==> src/rtl/vector_scan_out_if.sv <==
`default_nettype none
//==============================================================================
// Interface : vector_scan_out_if
// Frame handshake, frame RAM read port and DAC/beam outputs of the vector scanner.
// Revision  : 1.0
//==============================================================================
interface vector_scan_out_if #(
    parameter int ADR_WIDTH = 7,
    parameter int DAC_WIDTH = 8,
    parameter int DATAWIDTH = 18
);
    logic                 frame_ready;
    logic                 frame_ack;
    logic                 busy;
    logic [ADR_WIDTH-1:0] adr_rd;
    logic [DATAWIDTH-1:0] data_rd;
    logic [DAC_WIDTH-1:0] x_dac;
    logic [DAC_WIDTH-1:0] y_dac;
    logic                 z_beam;
    logic                 point_strobe;

    modport master (
        input  frame_ready, data_rd,
        output frame_ack, busy, adr_rd, x_dac, y_dac, z_beam, point_strobe
    );

    modport slave (
        output frame_ready, data_rd,
        input  frame_ack, busy, adr_rd, x_dac, y_dac, z_beam, point_strobe
    );
endinterface
`default_nettype wire

==> src/rtl/vector_scan_out.sv <==
`default_nettype none
//==============================================================================
// Module   : vector_scan_out
// Scans the vector frame RAM point by point, driving X/Y DACs and beam enable.
// Optional : VSCAN_STATE_DEBUG_EN adds the state_debug[2:0] output.
// Revision : 1.0
//==============================================================================
module vector_scan_out #(
    parameter int ADR_WIDTH = 7,
    parameter int DAC_WIDTH = 8,
    parameter int DATAWIDTH = 18,
    parameter int DEPTH     = 100,
    parameter int DWELL     = 4
) (
    input  logic              clk,
    input  logic              rst,
    vector_scan_out_if.master bus
`ifdef VSCAN_STATE_DEBUG_EN
    ,
    output logic [2:0]        state_debug
`endif
);

    localparam int                   END_BIT  = DATAWIDTH - 1;
    localparam int                   BEAM_BIT = DATAWIDTH - 2;
    localparam int                   CNT_W    = (DWELL > 1) ? $clog2(DWELL) : 1;
    localparam logic [ADR_WIDTH-1:0] LAST_ADR = ADR_WIDTH'(DEPTH - 1);
    localparam logic [DAC_WIDTH-1:0] PARK     = {1'b1, {(DAC_WIDTH-1){1'b0}}};
    localparam logic [CNT_W-1:0]     DWELL_LD = CNT_W'(DWELL - 1);

    typedef enum logic [2:0] {
        S_IDLE  = 3'd0,
        S_FETCH = 3'd1,
        S_WAIT  = 3'd2,
        S_LATCH = 3'd3,
        S_DWELL = 3'd4,
        S_DONE  = 3'd5
    } state_t;

    state_t           state;
    logic [CNT_W-1:0] dwell_cnt;
    logic             go_done;

    // Both routes into DONE (END word, or last address dwelled) share the same output update.
    always_comb begin
        go_done = 1'b0;
        if (state == S_LATCH && bus.data_rd[END_BIT])
            go_done = 1'b1;
        if (state == S_DWELL && dwell_cnt == '0 && bus.adr_rd == LAST_ADR)
            go_done = 1'b1;
    end

    always_ff @(posedge clk or negedge rst) begin
        if (!rst) begin
            state            <= S_IDLE;
            dwell_cnt        <= '0;
            bus.adr_rd       <= '0;
            bus.x_dac        <= PARK;
            bus.y_dac        <= PARK;
            bus.z_beam       <= 1'b0;
            bus.busy         <= 1'b0;
            bus.frame_ack    <= 1'b0;
            bus.point_strobe <= 1'b0;
        end else begin
            bus.frame_ack    <= 1'b0;
            bus.point_strobe <= 1'b0;
            case (state)
                S_IDLE: begin
                    if (bus.frame_ready) begin
                        bus.adr_rd <= '0;
                        bus.busy   <= 1'b1;
                        state      <= S_FETCH;
                    end
                end
                S_FETCH: state <= S_WAIT;
                S_WAIT:  state <= S_LATCH;
                S_LATCH: begin
                    if (!bus.data_rd[END_BIT]) begin
                        bus.x_dac        <= bus.data_rd[DAC_WIDTH-1:0];
                        bus.y_dac        <= bus.data_rd[2*DAC_WIDTH-1:DAC_WIDTH];
                        bus.z_beam       <= bus.data_rd[BEAM_BIT];
                        bus.point_strobe <= 1'b1;
                        dwell_cnt        <= DWELL_LD;
                        state            <= S_DWELL;
                    end
                end
                S_DWELL: begin
                    if (dwell_cnt != '0) begin
                        dwell_cnt <= dwell_cnt - 1'b1;
                    end else if (bus.adr_rd != LAST_ADR) begin
                        bus.adr_rd <= bus.adr_rd + 1'b1;
                        state      <= S_FETCH;
                    end
                end
                S_DONE:  state <= S_IDLE;
                default: state <= S_IDLE;
            endcase

            if (go_done) begin
                bus.frame_ack <= 1'b1;
                bus.busy      <= 1'b0;
                bus.z_beam    <= 1'b0;
                bus.x_dac     <= PARK;
                bus.y_dac     <= PARK;
                bus.adr_rd    <= '0;
                state         <= S_DONE;
            end
        end
    end

`ifdef VSCAN_STATE_DEBUG_EN
    assign state_debug = state;
`endif

endmodule
`default_nettype wire
==> src/flat_wrapper.sv <==
// flat-port wrapper written by rule: the top's interface ports become plain ports
module vector_scan_out_flat 
#(
    parameter int ADR_WIDTH = 7,
    parameter int DAC_WIDTH = 8,
    parameter int DATAWIDTH = 18,
    parameter int DEPTH     = 100,
    parameter int DWELL     = 4
)
  (clk, rst, bus_frame_ready, bus_data_rd, bus_frame_ack, bus_busy, bus_adr_rd, bus_x_dac, bus_y_dac, bus_z_beam, bus_point_strobe);
  vector_scan_out_if #(.ADR_WIDTH(ADR_WIDTH), .DAC_WIDTH(DAC_WIDTH), .DATAWIDTH(DATAWIDTH)) bus_i ();
  input  logic clk;
  input  logic rst;
  input wire logic [$bits(bus_i.frame_ready)-1:0] bus_frame_ready;
  input wire logic [$bits(bus_i.data_rd)-1:0] bus_data_rd;
  output wire logic [$bits(bus_i.frame_ack)-1:0] bus_frame_ack;
  output wire logic [$bits(bus_i.busy)-1:0] bus_busy;
  output wire logic [$bits(bus_i.adr_rd)-1:0] bus_adr_rd;
  output wire logic [$bits(bus_i.x_dac)-1:0] bus_x_dac;
  output wire logic [$bits(bus_i.y_dac)-1:0] bus_y_dac;
  output wire logic [$bits(bus_i.z_beam)-1:0] bus_z_beam;
  output wire logic [$bits(bus_i.point_strobe)-1:0] bus_point_strobe;
  assign bus_i.frame_ready = bus_frame_ready;
  assign bus_i.data_rd = bus_data_rd;
  assign bus_frame_ack = bus_i.frame_ack;
  assign bus_busy = bus_i.busy;
  assign bus_adr_rd = bus_i.adr_rd;
  assign bus_x_dac = bus_i.x_dac;
  assign bus_y_dac = bus_i.y_dac;
  assign bus_z_beam = bus_i.z_beam;
  assign bus_point_strobe = bus_i.point_strobe;
  vector_scan_out #(.ADR_WIDTH(ADR_WIDTH), .DAC_WIDTH(DAC_WIDTH), .DATAWIDTH(DATAWIDTH), .DEPTH(DEPTH), .DWELL(DWELL)) u_core (.clk(clk), .rst(rst), .bus(bus_i));
endmodule
==> config.mk <==
export PLATFORM = sky130hd
export DESIGN_NAME = vector_scan_out_flat
export DESIGN_NICKNAME = d
export VERILOG_FILES = /design/src/rtl/vector_scan_out_if.sv /design/src/rtl/vector_scan_out.sv /design/src/flat_wrapper.sv
export SDC_FILE = /design/constraint.sdc
export NUM_CORES = 1
export LEC_CHECK = 0
export BUFFER_PORTS_ARGS = -buffer_cell sky130_fd_sc_hd__buf_2
export CORE_MARGIN = 3
export CORE_UTILIZATION = 40
export CTS_BUF_LIST = sky130_fd_sc_hd__clkbuf_4 sky130_fd_sc_hd__clkbuf_8 sky130_fd_sc_hd__clkbuf_16
export DETAILED_ROUTE_END_ITERATION = 8
export GPL_TIMING_DRIVEN = 0
export PLACE_DENSITY = 0.68
export SYNTH_ARGS = -nofsm -noshare
export SYNTH_HDL_FRONTEND = slang
export SYNTH_SLANG_ARGS = --single-unit
export TNS_END_PERCENT = 50
==> constraint.sdc <==
create_clock -name clk -period 2.2 [get_ports clk]
set_input_delay 0.22 -clock clk [delete_from_list [all_inputs] [get_ports clk]]
set_output_delay 0.22 -clock clk [all_outputs]
set_load 0.02 [all_outputs]
* Word-level counts from Yosys, hierarchy flattened
Index checks and enable logic that the tools add are counted.
Storage, ports and cells: flip-flop bits (word level) 32, input port bits 21
Operators by class: $add $sub $neg 2, equal/unequal tests 13, mux-type cells 31, reductions and logical operators 16
Operators by type and width (count):
- $mux W8 | 6
- $mux W7 | 4
- $mux W3 | 5
- $pmux W3 S5 | 1
- $pmux W7 S2 | 1
- $ne A3 B2 Y1 const B | 4
- $mux W1 | 11
- $reduce_bool A2 Y1 | 5
- $reduce_and A4 Y1 | 2
- $add A7 B1 Y7 const B | 1
- $eq A7 B7 Y1 const B | 1
- $ne A7 B7 Y1 const B | 1
- $eq A3 B2 Y1 const B | 2
- $mux W2 | 2
- $ne A2 B2 Y1 const B | 2
- $pmux W2 S2 | 1
- $reduce_and A2 Y1 | 2
- $eq A3 B1 Y1 const B | 1
- $eq A3 B3 Y1 const B | 1
- $logic_and A1 B1 Y1 | 3
- $logic_not A3 Y1 | 1
- $reduce_and A3 Y1 | 1
- $reduce_bool A3 Y1 | 1
- $logic_not A2 Y1 | 1
- 2 further kinds | 2

* Logic depth before layout (Yosys ltp)
depth in word-level cells 6, mapped depth 6

* Worst setup path before layout
No wires, ideal clock.
kind register to register, start point register u_core.bus.adr_rd[0], end point register u_core.bus.x_dac[5], setup time 0.066 ns, arrival time 1.594 ns, required time 2.134 ns, setup slack 0.540 ns, stages on the path, launching flop included 6, clock period less this slack 1.660 ns, cell sequence dfrtp_1 > ha_1 > and4bb_2 > a31oi_4 > buf_2 > a22o_1
Between the ends: longest elaborated chain between the ends 5, elaborated cells on any way between the ends 7, classes of those cells 2 x eq/ne; 2 x mux; 3 x reduce/logical
RTL lines:
- start: declaration | RTL line vector_scan_out_if.sv:24 | output frame_ack, busy, adr_rd, x_dac, y_dac, z_beam, point_strobe
- start signal: assignment | RTL line vector_scan_out.sv:91 | bus.adr_rd <= bus.adr_rd + 1'b1;
- $eq A7 B7 Y1 * | RTL line vector_scan_out.sv:49 | if (state == S_DWELL && dwell_cnt == '0 && bus.adr_rd == LAST_ADR)
- $logic_and A1 B1 Y1 * | RTL line vector_scan_out.sv:49
- $mux W1 * | RTL line vector_scan_out.sv:49
- $ne A2 B1 Y1 (no line) / $reduce_bool A2 Y1 (equally long branches)
- $reduce_and A2 Y1 (no line)
- end signal: assignment | RTL line vector_scan_out.sv:79 | bus.x_dac <= bus.data_rd[DAC_WIDTH-1:0];
- end: declaration | RTL line vector_scan_out_if.sv:24
Mark *: on every way between the ends. The rest lies on a longest branch, timed or not. A chain may end at the register's enable or synchronous reset.

* Final worst setup path
start point register u_core.bus.adr_rd[0], end point register u_core.bus.x_dac[6]
The elaborated chain is that of the path after synthesis.

==> out/metrics.cfg <==
[sta]
slew_headroom = 0.542
fin_tns_setup_ps = 0
clock.fmax_mhz = 558
drv_slew = 0
finalSetupViolations = 0
rsz0062_at_grt = no
finalClockSkew_ps = 8.50
finalHoldViolations = 0
worst_pin_slew_ps = 687
worst_hold_slack_ps = 108
period_share = 0.815
fin_crit_ps = 1790
timing.final.ws_setup_ps = 406

[job]
maxCapViolCount = 0

[min_path]
hold_class = in -> reg
hold_end = u_core.bus.y_dac[4]
min_from = bus_data_rd[12]
hold-path-cell-count = 2

[setup_path]
crit_fanout = 10
timing.rr.start = u_core.bus.adr_rd[0]
crit_path_cell_trace = ha_1 > and4bb_2 > a31oi_4 > buf_2 > a22o_1
crit_path_end_kind = register
ff2ff_path_depth = 5
r2r_setup_slack_ps = 410
reg2reg_to = u_core.bus.x_dac[6]
required_ps = 2470
critPathSlowestCell = dfrtp_1
cpPeakStageDelay_ps = 440
critical_path_arrival_ps = 2060
critical_path_class = reg -> reg
cp-start-kind = register

[logic_synthesis]
synth_ff_type = dfrtp_1
synth_fp_nets = 141
yosysMostFrequentCell = dfrtp_1
synth_xor_area_frac = 0.00616
netlist_area_um2 = 1420
synthCells = 118
ys_warn_count = 0
yosys-mux-area-fraction = 0
ys_types = 36
synth_common_cells = 30 x dfrtp_1, 15 x a22o_1, 9 x nor2_1
synth-seq-cells = 32
synth_area_leaders = dfrtp_1 53%, a22o_1 9.2%, dfstp_2 3.7%
syn_area_per_cell_um2 = 12.1
synth_compound_area_frac = 0.226
seq_area_frac_synth = 0.565
synth_top_family_by_area = compound AO/OA/AOI/OAI gates
synth_edf_count = 0
yosysTopAreaCell = dfrtp_1
synth.top_cell.area_share = 0.528
synth-adder-area-share = 0.0176
ys_async_sr_fraction = 1.00
yosys.area_share.simple = 0.160

[global_route]
grt_overflow_total = 0
antenna_found_initial = 0
grt_start_max_net_pins = 33
grt_pass1_vias = 1068
gr-usage-all-layers = 0.153
grt_pass1_wl_mm = 4.93

[cts]
postCtsSetupBuffers = 0
clockRootBuffer = clkbuf_4
cts.sinks = 32
clkTransAtPathRegs_ps = 100
clk_latency_ps = 330
cts_inserted_buffers = 5
ctsResizeCount = 0
cts_buffer_depth = 2
cts_tree = built
cts-htree-levels = 2

[floorplanning]
start_util = 0.420
dieArea_um2 = 4310
die_w_um = 65.6
io_pins = 48
core_um2 = 3390
rows = 21
die_h_um = 65.6

[placed_design]
dp_slack_ps = 418
dp_hpwl_mm = 2.23
port_buffers = 47
routabilityCongestion = 0.810
placed_area_um2 = 1720

[routing]
vias = 1147
wl_per_cell_um = 14.0
drc = 0
vias_per_cell = 5.21
drt_iter0_markers = 79
drt_pass1_iterations = 4
ant_nets = 0
detail_route.wirelength_mm = 3.09

[power]
p_per_area_nw_per_um2 = 1270
p_leak_nw = 0.926
total_power_mw = 2.29
vdd_drop_max_mv = 0.471

[layout]
fin_nets = 196
nFillCells = 307
fin_area_um2 = 1810
drive_gt1_frac = 0.408
syn_to_final_growth_pct = 26.9
n_antenna_cell = 0

[outcome]
status = complete, no violations

## how the worst max path moves through the flow
| stage | start | depth (start not counted) | endpoint |
|---|---|---|---|
| after global placement | u_core.dwell_cnt[0] | 6 | u_core.bus.x_dac[5] |
| after detailed placement | u_core.dwell_cnt[0] | 6 | u_core.bus.x_dac[6] |
| after global routing | u_core.bus.adr_rd[0] | 5 | u_core.bus.x_dac[6] |
| after CTS | u_core.bus.adr_rd[0] | 5 | u_core.bus.x_dac[6] |
| final | u_core.bus.adr_rd[0] | 5 | u_core.bus.x_dac[6] |
| after floorplan | u_core.bus.adr_rd[0] | 5 | u_core.bus.x_dac[5] |
## power breakdown
part	total, mW	switching (mW)	internal, mW
combinational	0.904	0.536	0.368
clock	0.438	0.201	0.237
sequential	0.952	0.152	0.800
## layout make-up
class | count | area (um2) | area share
Clock inverter | 3 | 42.5 | 0.0236
Inverter | 7 | 26.3 | 0.0146
Timing Repair Buffer | 48 | 245 | 0.136
Sequential cell | 32 | 803 | 0.445
Multi-Input combinational cell | 77 | 583 | 0.323
Clock buffer | 5 | 37.5 | 0.0208
Tap cell | 46 | 57.6 | 0.0319
Buffer | 2 | 10.0 | 0.00554
## logic make-up after synthesis
group | after synthesis
AO/OA/AOI/OAI | 38
AND/OR/NAND/NOR | 36
XOR/XNOR | 1
buffers and inverters | 9
flip-flops | 32
adder cells (fa/ha/maj) | 2
## critical path, delay by kind of cell, from the launching register on
family	cells	cell delay [ps]
simple gates	1	320
flops	1	440
compound gates	2	440
fa+ha+maj	1	270
buf+inv	1	280
## through the flow
stage | instances | utilization
after CTS | 220 | 0.533
after floorplan | 118 | -
after detailed placement | 211 | 0.506
after global routing | 220 | 0.533
final | 220 | 0.533
after global placement | 211 | 0.506
## layout by cell type (no fill, tap or decap), types with 2 or more instances in the layout
cell and instances:
ha_1 2, dfrtp_1 30, nor3_1 2, nand2_1 6
inv_1 7, nand3_1 4, o22ai_1 2, a21oi_1 6
buf_2 49, dfstp_2 2, o31ai_1 2, clkbuf_4 5
and3_1 3, a22o_1 15, nor2_1 9, o21ai_0 5
## state kept, by name, summed over array words and instances (netlist names)
name	flops
u_core.bus.frame_ack	1
u_core.bus.adr_rd	7
u_core.state	3
u_core.bus.point_strobe	1
u_core.bus.busy	1
u_core.bus.y_dac	8
u_core.bus.z_beam	1
u_core.dwell_cnt	2
u_core.bus.x_dac	8
## per-layer routing
| metal | track usage | up-vias | wire (um) |
|---|---|---|---|
| met2 | 0.242 | 50 | 1420 |
| met5 | 0 | - | 0 |
| met1 | 0.187 | 540 | 1370 |
| met3 | 0.0427 | 4 | 260 |
| li1 | - | 553 | - |
| met4 | 0.0855 | 0 | 34 |
## timing repair
item | CTS | global route
hold buffers | 1 | 0
setup endpoints to repair | 0 | 0
hold endpoints to repair | 30 | 0
Power figures use the tool's default switching activity.
